--- config.mk ---
export PLATFORM = sky130hd
export DESIGN_NAME = exe_stage_md
export DESIGN_NICKNAME = d
export VERILOG_FILES = /design/src/rtl/exe_pkg.sv /design/src/rtl/exe_muldiv.sv /design/src/rtl/exe_stage_md.sv
export SDC_FILE = /design/constraint.sdc
export NUM_CORES = 2
export LEC_CHECK = 0
export ABC_AREA = 0
export BUFFER_PORTS_ARGS = -buffer_cell sky130_fd_sc_hd__buf_2
export CAP_MARGIN = 5
export CELL_PAD_IN_SITES_DETAIL_PLACEMENT = 1
export CELL_PAD_IN_SITES_GLOBAL_PLACEMENT = 2
export CORE_ASPECT_RATIO = 0.7
export CORE_MARGIN = 2
export CORE_UTILIZATION = 36
export CTS_CLUSTER_DIAMETER = 50
export DETAILED_ROUTE_END_ITERATION = 6
export PLACE_DENSITY = 0.83
export SLEW_MARGIN = 5
export SYNTH_ARGS = -nofsm -noshare
export SYNTH_HDL_FRONTEND = slang
export SYNTH_SLANG_ARGS = --single-unit
--- constraint.sdc ---
create_clock -name clk -period 7.95 [get_ports clk]
set_clock_uncertainty 0.1 [all_clocks]
set_input_delay 1.59 -clock clk [delete_from_list [all_inputs] [get_ports clk]]
set_output_delay 1.59 -clock clk [all_outputs]
set_load 0.05 [all_outputs]
--- src/rtl/exe_pkg.sv ---
//------------------------------------------------------------------------------
// exe_pkg: op codes, mul/div FSM states and forwarding codes | rev 1.0
//------------------------------------------------------------------------------
`default_nettype none

package exe_pkg;

  localparam logic [4:0] OP_ADD   = 5'd0;
  localparam logic [4:0] OP_SUB   = 5'd1;
  localparam logic [4:0] OP_AND   = 5'd2;
  localparam logic [4:0] OP_OR    = 5'd3;
  localparam logic [4:0] OP_XOR   = 5'd4;
  localparam logic [4:0] OP_NOR   = 5'd5;
  localparam logic [4:0] OP_SLT   = 5'd6;
  localparam logic [4:0] OP_SLTU  = 5'd7;
  localparam logic [4:0] OP_SLL   = 5'd8;
  localparam logic [4:0] OP_SRL   = 5'd9;
  localparam logic [4:0] OP_SRA   = 5'd10;
  localparam logic [4:0] OP_SLLV  = 5'd11;
  localparam logic [4:0] OP_SRLV  = 5'd12;
  localparam logic [4:0] OP_SRAV  = 5'd13;
  localparam logic [4:0] OP_LUI   = 5'd14;
  localparam logic [4:0] OP_MTHI  = 5'd15;
  localparam logic [4:0] OP_MTLO  = 5'd16;
  localparam logic [4:0] OP_MFHI  = 5'd17;
  localparam logic [4:0] OP_MFLO  = 5'd18;
  localparam logic [4:0] OP_MULT  = 5'd19;
  localparam logic [4:0] OP_MULTU = 5'd20;
  localparam logic [4:0] OP_DIV   = 5'd21;
  localparam logic [4:0] OP_DIVU  = 5'd22;

  localparam logic [1:0] FWD_RS  = 2'b00;
  localparam logic [1:0] FWD_EXE = 2'b01;
  localparam logic [1:0] FWD_MEM = 2'b10;

  typedef enum logic [1:0] {
    MD_IDLE = 2'd0,
    MD_MUL  = 2'd1,
    MD_DIV  = 2'd2,
    MD_DONE = 2'd3
  } md_state_e;

endpackage

`default_nettype wire

--- src/rtl/exe_muldiv.sv ---
//------------------------------------------------------------------------------
// exe_muldiv: multi-cycle multiplier and radix-2 restoring divider | rev 1.0
//------------------------------------------------------------------------------
`default_nettype none

module exe_muldiv
  import exe_pkg::*;
#(
  parameter int DATA_W  = 32,
  parameter int MUL_LAT = 4
) (
  input  logic              clk,
  input  logic              rstn,
  input  logic              flush_i,
  input  logic              start_i,
  input  logic              div_i,
  input  logic              signed_i,
  input  logic [DATA_W-1:0] a_i,
  input  logic [DATA_W-1:0] b_i,
  output logic              busy_o,
  output logic              done_o,
  output logic [DATA_W-1:0] hi_o,
  output logic [DATA_W-1:0] lo_o
);

  localparam int CNT_MAX = (DATA_W > MUL_LAT) ? DATA_W : MUL_LAT;
  localparam int CNT_W   = $clog2(CNT_MAX + 1);
  localparam logic [CNT_W-1:0] MUL_LAST = CNT_W'(MUL_LAT - 1);
  localparam logic [CNT_W-1:0] DIV_LAST = CNT_W'(DATA_W - 1);

  md_state_e           state_q, state_d;
  logic [CNT_W-1:0]    cnt_q, cnt_d;
  logic [DATA_W-1:0]   a_q, b_q, rem_q, quo_q, dvs_q;
  logic                sgn_q, div_q;

  logic [DATA_W-1:0]   abs_a, abs_b, rem_nxt, diff;
  logic [DATA_W:0]     shifted;
  logic                sub_ok;
  logic [2*DATA_W-1:0] ext_a, ext_b, prod;
  logic                a_neg, b_neg;

  always_ff @(posedge clk or negedge rstn) begin
    if (!rstn) begin
      state_q <= MD_IDLE;
      cnt_q   <= '0;
    end else begin
      state_q <= state_d;
      cnt_q   <= cnt_d;
    end
  end

  always_comb begin
    state_d = state_q;
    cnt_d   = cnt_q;
    case (state_q)
      MD_IDLE: if (start_i) begin
        state_d = div_i ? MD_DIV : MD_MUL;
        cnt_d   = '0;
      end
      MD_MUL: if (cnt_q == MUL_LAST) state_d = MD_DONE;
              else cnt_d = cnt_q + CNT_W'(1);
      MD_DIV: if (cnt_q == DIV_LAST) state_d = MD_DONE;
              else cnt_d = cnt_q + CNT_W'(1);
      MD_DONE: state_d = MD_IDLE;
      default: state_d = MD_IDLE;
    endcase
    if (flush_i) state_d = MD_IDLE;
  end

  assign busy_o = (state_q != MD_IDLE);
  assign done_o = (state_q == MD_DONE);

  // Divider runs on magnitudes; signs are reapplied when the result is read.
  assign abs_a   = (signed_i && a_i[DATA_W-1]) ? -a_i : a_i;
  assign abs_b   = (signed_i && b_i[DATA_W-1]) ? -b_i : b_i;
  assign shifted = {rem_q, quo_q[DATA_W-1]};
  assign sub_ok  = (shifted >= {1'b0, dvs_q});
  assign diff    = shifted[DATA_W-1:0] - dvs_q;
  assign rem_nxt = sub_ok ? diff : shifted[DATA_W-1:0];

  always_ff @(posedge clk or negedge rstn) begin
    if (!rstn) begin
      a_q   <= '0;
      b_q   <= '0;
      rem_q <= '0;
      quo_q <= '0;
      dvs_q <= '0;
      sgn_q <= 1'b0;
      div_q <= 1'b0;
    end else if (state_q == MD_IDLE && start_i) begin
      a_q   <= a_i;
      b_q   <= b_i;
      rem_q <= '0;
      quo_q <= abs_a;
      dvs_q <= abs_b;
      sgn_q <= signed_i;
      div_q <= div_i;
    end else if (state_q == MD_DIV) begin
      rem_q <= rem_nxt;
      quo_q <= {quo_q[DATA_W-2:0], sub_ok};
    end
  end

  assign a_neg = sgn_q & a_q[DATA_W-1];
  assign b_neg = sgn_q & b_q[DATA_W-1];
  assign ext_a = {{DATA_W{a_neg}}, a_q};
  assign ext_b = {{DATA_W{b_neg}}, b_q};
  assign prod  = ext_a * ext_b;

  always_comb begin
    hi_o = prod[2*DATA_W-1:DATA_W];
    lo_o = prod[DATA_W-1:0];
    if (div_q) begin
      if (b_q == '0) begin
        hi_o = a_q;
        lo_o = '1;
      end else begin
        hi_o = a_neg ? -rem_q : rem_q;
        lo_o = (a_neg ^ b_neg) ? -quo_q : quo_q;
      end
    end
  end

endmodule

`default_nettype wire

--- src/rtl/exe_stage_md.sv ---
//------------------------------------------------------------------------------
// exe_stage_md: execute stage (forwarding, ALU, HI/LO, mul/div, EX/MEM reg) | rev 1.0
//------------------------------------------------------------------------------
`default_nettype none

module exe_stage_md
  import exe_pkg::*;
#(
  parameter int DATA_W  = 32,
  parameter int OP_W    = 5,
  parameter int REG_AW  = 5,
  parameter int MUL_LAT = 4
) (
  input  logic              clk,
  input  logic              rstn,
  input  logic              flush,
  input  logic              stall_in,
  input  logic              in_valid,
  output logic              in_ready,
  input  logic [OP_W-1:0]   op_in,
  input  logic [DATA_W-1:0] rs_in,
  input  logic [DATA_W-1:0] rt_in,
  input  logic [DATA_W-1:0] imm_in,
  input  logic              imm_en,
  input  logic [4:0]        shamt_in,
  input  logic [1:0]        fwd_a_sel,
  input  logic [1:0]        fwd_b_sel,
  input  logic [DATA_W-1:0] fwd_exe,
  input  logic [DATA_W-1:0] fwd_mem,
  input  logic [REG_AW-1:0] dest_in,
  input  logic              reg_write_in,
  input  logic              mem_read_in,
  input  logic              mem_write_in,
  input  logic              mem_to_reg_in,
  input  logic [31:0]       pc_in,
  output logic              out_valid,
  output logic [DATA_W-1:0] out_result,
  output logic [REG_AW-1:0] out_dest,
  output logic              out_reg_write,
  output logic              out_mem_read,
  output logic              out_mem_write,
  output logic              out_mem_to_reg,
  output logic [31:0]       out_pc,
  output logic [DATA_W-1:0] hi_out,
  output logic [DATA_W-1:0] lo_out,
  output logic              md_busy
);

  logic [DATA_W-1:0] opa, fwd_b, opb, alu_res, md_hi, md_lo;
  logic [DATA_W-1:0] hi_q, lo_q;
  logic              accept, no_wr, is_md, md_div, md_signed, md_start, md_done;

  logic              out_valid_q, out_reg_write_q, out_mem_read_q, out_mem_write_q, out_mem_to_reg_q;
  logic [DATA_W-1:0] out_result_q;
  logic [REG_AW-1:0] out_dest_q;
  logic [31:0]       out_pc_q;

  assign in_ready = !md_busy && !stall_in;
  assign accept   = in_valid && in_ready;

  always_comb begin
    case (fwd_a_sel)
      FWD_EXE: opa = fwd_exe;
      FWD_MEM: opa = fwd_mem;
      default: opa = rs_in;
    endcase
    case (fwd_b_sel)
      FWD_EXE: fwd_b = fwd_exe;
      FWD_MEM: fwd_b = fwd_mem;
      default: fwd_b = rt_in;
    endcase
  end

  assign opb = imm_en ? imm_in : fwd_b;

  always_comb begin
    alu_res   = '0;
    no_wr     = 1'b0;
    is_md     = 1'b0;
    md_div    = 1'b0;
    md_signed = 1'b0;
    case (op_in)
      OP_W'(OP_ADD):   alu_res = opa + opb;
      OP_W'(OP_SUB):   alu_res = opa - opb;
      OP_W'(OP_AND):   alu_res = opa & opb;
      OP_W'(OP_OR):    alu_res = opa | opb;
      OP_W'(OP_XOR):   alu_res = opa ^ opb;
      OP_W'(OP_NOR):   alu_res = ~(opa | opb);
      OP_W'(OP_SLT):   alu_res = {{(DATA_W-1){1'b0}}, $signed(opa) < $signed(opb)};
      OP_W'(OP_SLTU):  alu_res = {{(DATA_W-1){1'b0}}, opa < opb};
      OP_W'(OP_SLL):   alu_res = opb << shamt_in;
      OP_W'(OP_SRL):   alu_res = opb >> shamt_in;
      OP_W'(OP_SRA):   alu_res = $signed(opb) >>> shamt_in;
      OP_W'(OP_SLLV):  alu_res = opb << opa[4:0];
      OP_W'(OP_SRLV):  alu_res = opb >> opa[4:0];
      OP_W'(OP_SRAV):  alu_res = $signed(opb) >>> opa[4:0];
      OP_W'(OP_LUI):   alu_res = opb << 16;
      OP_W'(OP_MTHI),
      OP_W'(OP_MTLO):  no_wr = 1'b1;
      OP_W'(OP_MFHI):  alu_res = hi_q;
      OP_W'(OP_MFLO):  alu_res = lo_q;
      OP_W'(OP_MULT):  begin no_wr = 1'b1; is_md = 1'b1; md_signed = 1'b1; end
      OP_W'(OP_MULTU): begin no_wr = 1'b1; is_md = 1'b1; end
      OP_W'(OP_DIV):   begin no_wr = 1'b1; is_md = 1'b1; md_div = 1'b1; md_signed = 1'b1; end
      OP_W'(OP_DIVU):  begin no_wr = 1'b1; is_md = 1'b1; md_div = 1'b1; end
      default:         alu_res = '0;
    endcase
  end

  // A flushed instruction must leave no architectural side effect.
  assign md_start = accept && is_md && !flush;

  exe_muldiv #(
    .DATA_W  (DATA_W),
    .MUL_LAT (MUL_LAT)
  ) u_muldiv (
    .clk      (clk),
    .rstn     (rstn),
    .flush_i  (flush),
    .start_i  (md_start),
    .div_i    (md_div),
    .signed_i (md_signed),
    .a_i      (opa),
    .b_i      (opb),
    .busy_o   (md_busy),
    .done_o   (md_done),
    .hi_o     (md_hi),
    .lo_o     (md_lo)
  );

  always_ff @(posedge clk or negedge rstn) begin
    if (!rstn) begin
      hi_q <= '0;
      lo_q <= '0;
    end else if (md_done && !flush) begin
      hi_q <= md_hi;
      lo_q <= md_lo;
    end else if (accept && !flush) begin
      if (op_in == OP_W'(OP_MTHI)) hi_q <= opa;
      if (op_in == OP_W'(OP_MTLO)) lo_q <= opa;
    end
  end

  always_ff @(posedge clk or negedge rstn) begin
    if (!rstn) begin
      out_valid_q      <= 1'b0;
      out_result_q     <= '0;
      out_dest_q       <= '0;
      out_reg_write_q  <= 1'b0;
      out_mem_read_q   <= 1'b0;
      out_mem_write_q  <= 1'b0;
      out_mem_to_reg_q <= 1'b0;
      out_pc_q         <= '0;
    end else if (flush) begin
      out_valid_q <= 1'b0;
    end else if (stall_in) begin
      out_valid_q <= out_valid_q;
    end else if (accept) begin
      out_valid_q      <= 1'b1;
      out_result_q     <= alu_res;
      out_dest_q       <= dest_in;
      out_reg_write_q  <= reg_write_in && !no_wr;
      out_mem_read_q   <= mem_read_in;
      out_mem_write_q  <= mem_write_in;
      out_mem_to_reg_q <= mem_to_reg_in;
      out_pc_q         <= pc_in;
    end else begin
      out_valid_q <= 1'b0;
    end
  end

  assign out_valid      = out_valid_q;
  assign out_result     = out_result_q;
  assign out_dest       = out_dest_q;
  assign out_reg_write  = out_reg_write_q;
  assign out_mem_read   = out_mem_read_q;
  assign out_mem_write  = out_mem_write_q;
  assign out_mem_to_reg = out_mem_to_reg_q;
  assign out_pc         = out_pc_q;
  assign hi_out         = hi_q;
  assign lo_out         = lo_q;

endmodule

`default_nettype wire

==> impl_metrics.env <==
export IMPL_ir_drop_mv=0.861
export IMPL_crit_type="reg2reg"
export IMPL_die_h_um=367
export IMPL_p_leak_uw=0.0387
export IMPL_portBuffers=360
export IMPL_synth_edf_count=0
export IMPL_cts_tree="done"
export IMPL_die_area_um2=191000
export IMPL_numCtsBuffers=57
export IMPL_synth_top_family_by_area="adder cells"
export IMPL_finalHoldViolCount=0
export IMPL_ctsHtreeMaxLevel=2
export IMPL_synthArstFlopShare=1.00
export IMPL_crit_start="u_muldiv.a_q[31]"
export IMPL_slew_headroom=0.0438
export IMPL_status="finished with violations"
export IMPL_core_um2=187000
export IMPL_hold_buffers=0
export IMPL_syn_to_final_growth_pct=20.3
export IMPL_crit_reg2reg_capture="hi_out[29]"
export IMPL_grt_pass1_wl_mm=506
export IMPL_synthCells=8132
export IMPL_setup_viol=3
export IMPL_cap_viol_max_count=0
export IMPL_drc=9
export IMPL_cts_root_buf="clkbuf_16"
export IMPL_comb_power_share=0.865
export IMPL_violations="DRC, setup timing"
export IMPL_preCtsSetupSlack_ns=-0.406
export IMPL_io_pins=361
export IMPL_gp_congestion=1.16
export IMPL_synth_adder_area_share=0.399
export IMPL_first_global_vias=67700
export IMPL_tightest_slew_ns=1.42
export IMPL_clk_latency_ns=0.68
export IMPL_ys_flop_type="dfrtp_1"
export IMPL_cp_endpoint="hi_out[29]"
export IMPL_synth_xor_xnor_area_share=0.0280
export IMPL_ff2ff_setup_slack_ns=-0.11
export IMPL_avgViaCountPerCell=5.87
export IMPL_cp_end_kind="flop"
export IMPL_ant_nets=0
export IMPL_routed_wl_mm=365
export IMPL_slew_violations=0
export IMPL_rsz0062_at_grt="yes"
export IMPL_synth_compound_area_frac=0.153
export IMPL_synthMuxAreaShare=0.0383
export IMPL_cts_buffer_depth=3
export IMPL_p_switching_uw=25200
export IMPL_start_util=0.361
export IMPL_yosysSeqAreaShare=0.114
export IMPL_rows=133
export IMPL_wire_per_inst_um=32.0
export IMPL_post_route_cells_drive_above_1_share=0.194
export IMPL_fin_crit_sh=1.01
export IMPL_grt_use_met2=0.497
export IMPL_p_seq_frac=0.075
export IMPL_overflow=0
export IMPL_cts_clk_slew_worst_paths_ns=0.06
export IMPL_r2r_start="u_muldiv.a_q[31]"
export IMPL_critical_path_arrival_ns=8.52
export IMPL_final_nets=10500
export IMPL_setup_tns_ns=-0.319
export IMPL_synth_simple_gate_area_frac=0.164
export IMPL_dr_pass1_iters=7
export IMPL_synth_nets=9836
export IMPL_min_period_ns=8.06
export IMPL_grt_use_met1=0.539
export IMPL_internal_power_uw=18700
export IMPL_min_path_type="reg2reg"
export IMPL_yosysWarningCount=0
export IMPL_stdcell_count=11400
export IMPL_syn_area_per_cell_um2=8.32
export IMPL_cp_max_fo=6
export IMPL_dpl_hpwl_mm=296
export IMPL_placed_cells=11100
export IMPL_worst_r2r_cell_count=26
export IMPL_start_kind="flop"
export IMPL_power_uw=43900
export IMPL_crit_required_ns=8.41
export IMPL_syn_area_um2=67600
export IMPL_grt_most_used_layer="met1"
export IMPL_fp_dieW_um=522
export IMPL_clockPowerShare=0.060
export IMPL_clock_sinks=307
export IMPL_ys_seq_elements=307
export IMPL_num_vias=66800
export IMPL_num_fill_cells=22000
export IMPL_grt_use_total=0.367
export IMPL_drt_iter0_drc=7781
export IMPL_antenna_found_initial=46
export IMPL_use_met3=0.136
export IMPL_synth_cell_type_count=103
export IMPL_swShare=0.574
export IMPL_fmax_mhz=124
export IMPL_power_density_nw_per_um2=540
export IMPL_grt_max_degree=141
export IMPL_timing_final_ws_setup_ns=-0.112
[metrics by stage]
step / hold WS, ns / util / area, um2
floorplan: 0.350 / - / 67800
global placement: 0.353 / 0.409 / 76600
global route: 0.388 / 0.435 / 81400
detailed placement: 0.361 / 0.409 / 76600
CTS: 0.376 / 0.423 / 79200
finish: 0.374 / 0.435 / 81400
[power groups by stage]
| stage | clock, uW | sequential, uW | combinational [uW] |
|---|---|---|---|
| 6_report | 2620 | 3300 | 38000 |
| 5_1_grt | 2710 | 3290 | 40400 |
| 4_1_cts | 2640 | 3230 | 33600 |
| 3_5_place_dp | 0 | 3240 | 32500 |
| 3_3_place_gp | 0 | 3220 | 31700 |
| 2_1_floorplan | 0 | 3460 | 17100 |
[worst min path at each step]
stage,start,to,slack [ns],cells past startpoint
global route,out_pc[4],out_pc[4],0.39,2
floorplan,u_muldiv.dvs_q[10],u_muldiv.dvs_q[10],0.35,2
finish,out_pc[18],out_pc[18],0.37,2
detailed placement,out_pc[4],out_pc[4],0.36,2
global placement,out_pc[8],out_pc[8],0.35,2
CTS,out_pc[4],out_pc[4],0.38,2
[cell usage after synthesis, drive strengths merged (13+ instances only)]
cell     count  area (um2)
o21bai      22         165
dfrtp      307        7680
nor3        85         452
mux2        35         402
inv       1272        4770
ha         355        4440
xnor2      152        1330
and2       361        2260
o21a        26         195
a22oi       50         375
o31ai       54         518
and3        43         269
or3         22         143
nand4       30         188
nand3       75         375
o2111ai     13         114
o221ai      44         385
a221o       43         430
a31oi       54         338
nand2b      34         228
nor4        25         163
a211oi      70         526
fa        1128       22600
or2         18         113
o211ai      45         338
a21o        74         556
buf         76         427
a22o        15         131
a21oi      373        1870
xor2        64         561
nand2     1314        4950
a221oi      66         591
nor2       363        1360
clkbuf     481        1810
mux2i      207        2120
o22ai       32         200
o21ai      481        2410
nor2b       52         325
[what timing repair did]
item	in CTS	in global routing
setup buffers	35	79
pin swaps	44	215
setup endpoints to repair	38	40
gates resized for setup	93	326
gates cloned	2	9
[cell type report]
cell class	instances	area, um2	share of cell area
Tap cell	2497	3120	0.0384
Timing Repair Buffer	1179	9370	0.115
Antenna cell	18	45.0	0.000553
Clock buffer	65	1540	0.0189
Clock inverter	41	414	0.00509
Sequential cell	307	7720	0.0948
Multi-Input combinational cell	5988	54400	0.668
Inverter	1280	4810	0.0591
[critical path, stage by stage, from the launching register on]
cell        delay [ns]
dfrtp_2           0.44
and2_4            0.21
nand2_1           0.14
inv_2             0.07
fa_1              0.54
fa_2              0.48
fa_2              0.62
clkinvlp_4        0.23
buf_6             0.18
fa_1              0.49
inv_1             0.05
fa_1              0.48
fa_2              0.49
fa_1              0.49
inv_1             0.05
fa_1              0.49
inv_2             0.05
ha_4              0.26
and3_4            0.19
and4_4            0.23
and4_1            0.24
a21bo_4           0.27
and2_4            0.15
a211o_1           0.34
and2_4            0.17
o31a_1            0.25
o211a_1           0.23
[cell families after synthesis]
family,count (synthesis)
multiplexers,245
adder cells (fa/ha/maj),1483
XOR/XNOR,216
flip-flops,307
AND/OR/NAND/NOR,2452
AO/OA/AOI/OAI,1592
buffers and inverters,1837
[cells in the final DEF (no fill, tap or decap), types with 59 or more instances in the layout]
master / Yosys / routed
a211oi_1: 70 / 66
xor2_1: 64 / 59
a21o_1: 74 / 74
ha_1: 355 / 326
inv_1: 1266 / 1217
clkbuf_16: 0 / 68
nor3_1: 81 / 70
nand3_1: 75 / 70
and2_1: 359 / 344
a221oi_1: 64 / 63
mux2i_1: 201 / 196
a21oi_1: 373 / 344
fa_1: 1128 / 1086
nand2_1: 1312 / 1293
o21ai_0: 439 / 415
buf_2: 38 / 359
dfrtp_1: 307 / 279
buf_12: 0 / 76
buf_4: 8 / 669
xnor2_1: 152 / 145
nor2_1: 363 / 356
[per-layer routing]
metal	wire (um)	share of wire	vias to the layer above
met5	438	0.0012	-
met4	12800	0.035	34
met3	45000	0.12	588
met2	145000	0.40	3433
met1	162000	0.44	35200
li1	-	-	27600
(Power assumes the default switching activity.)
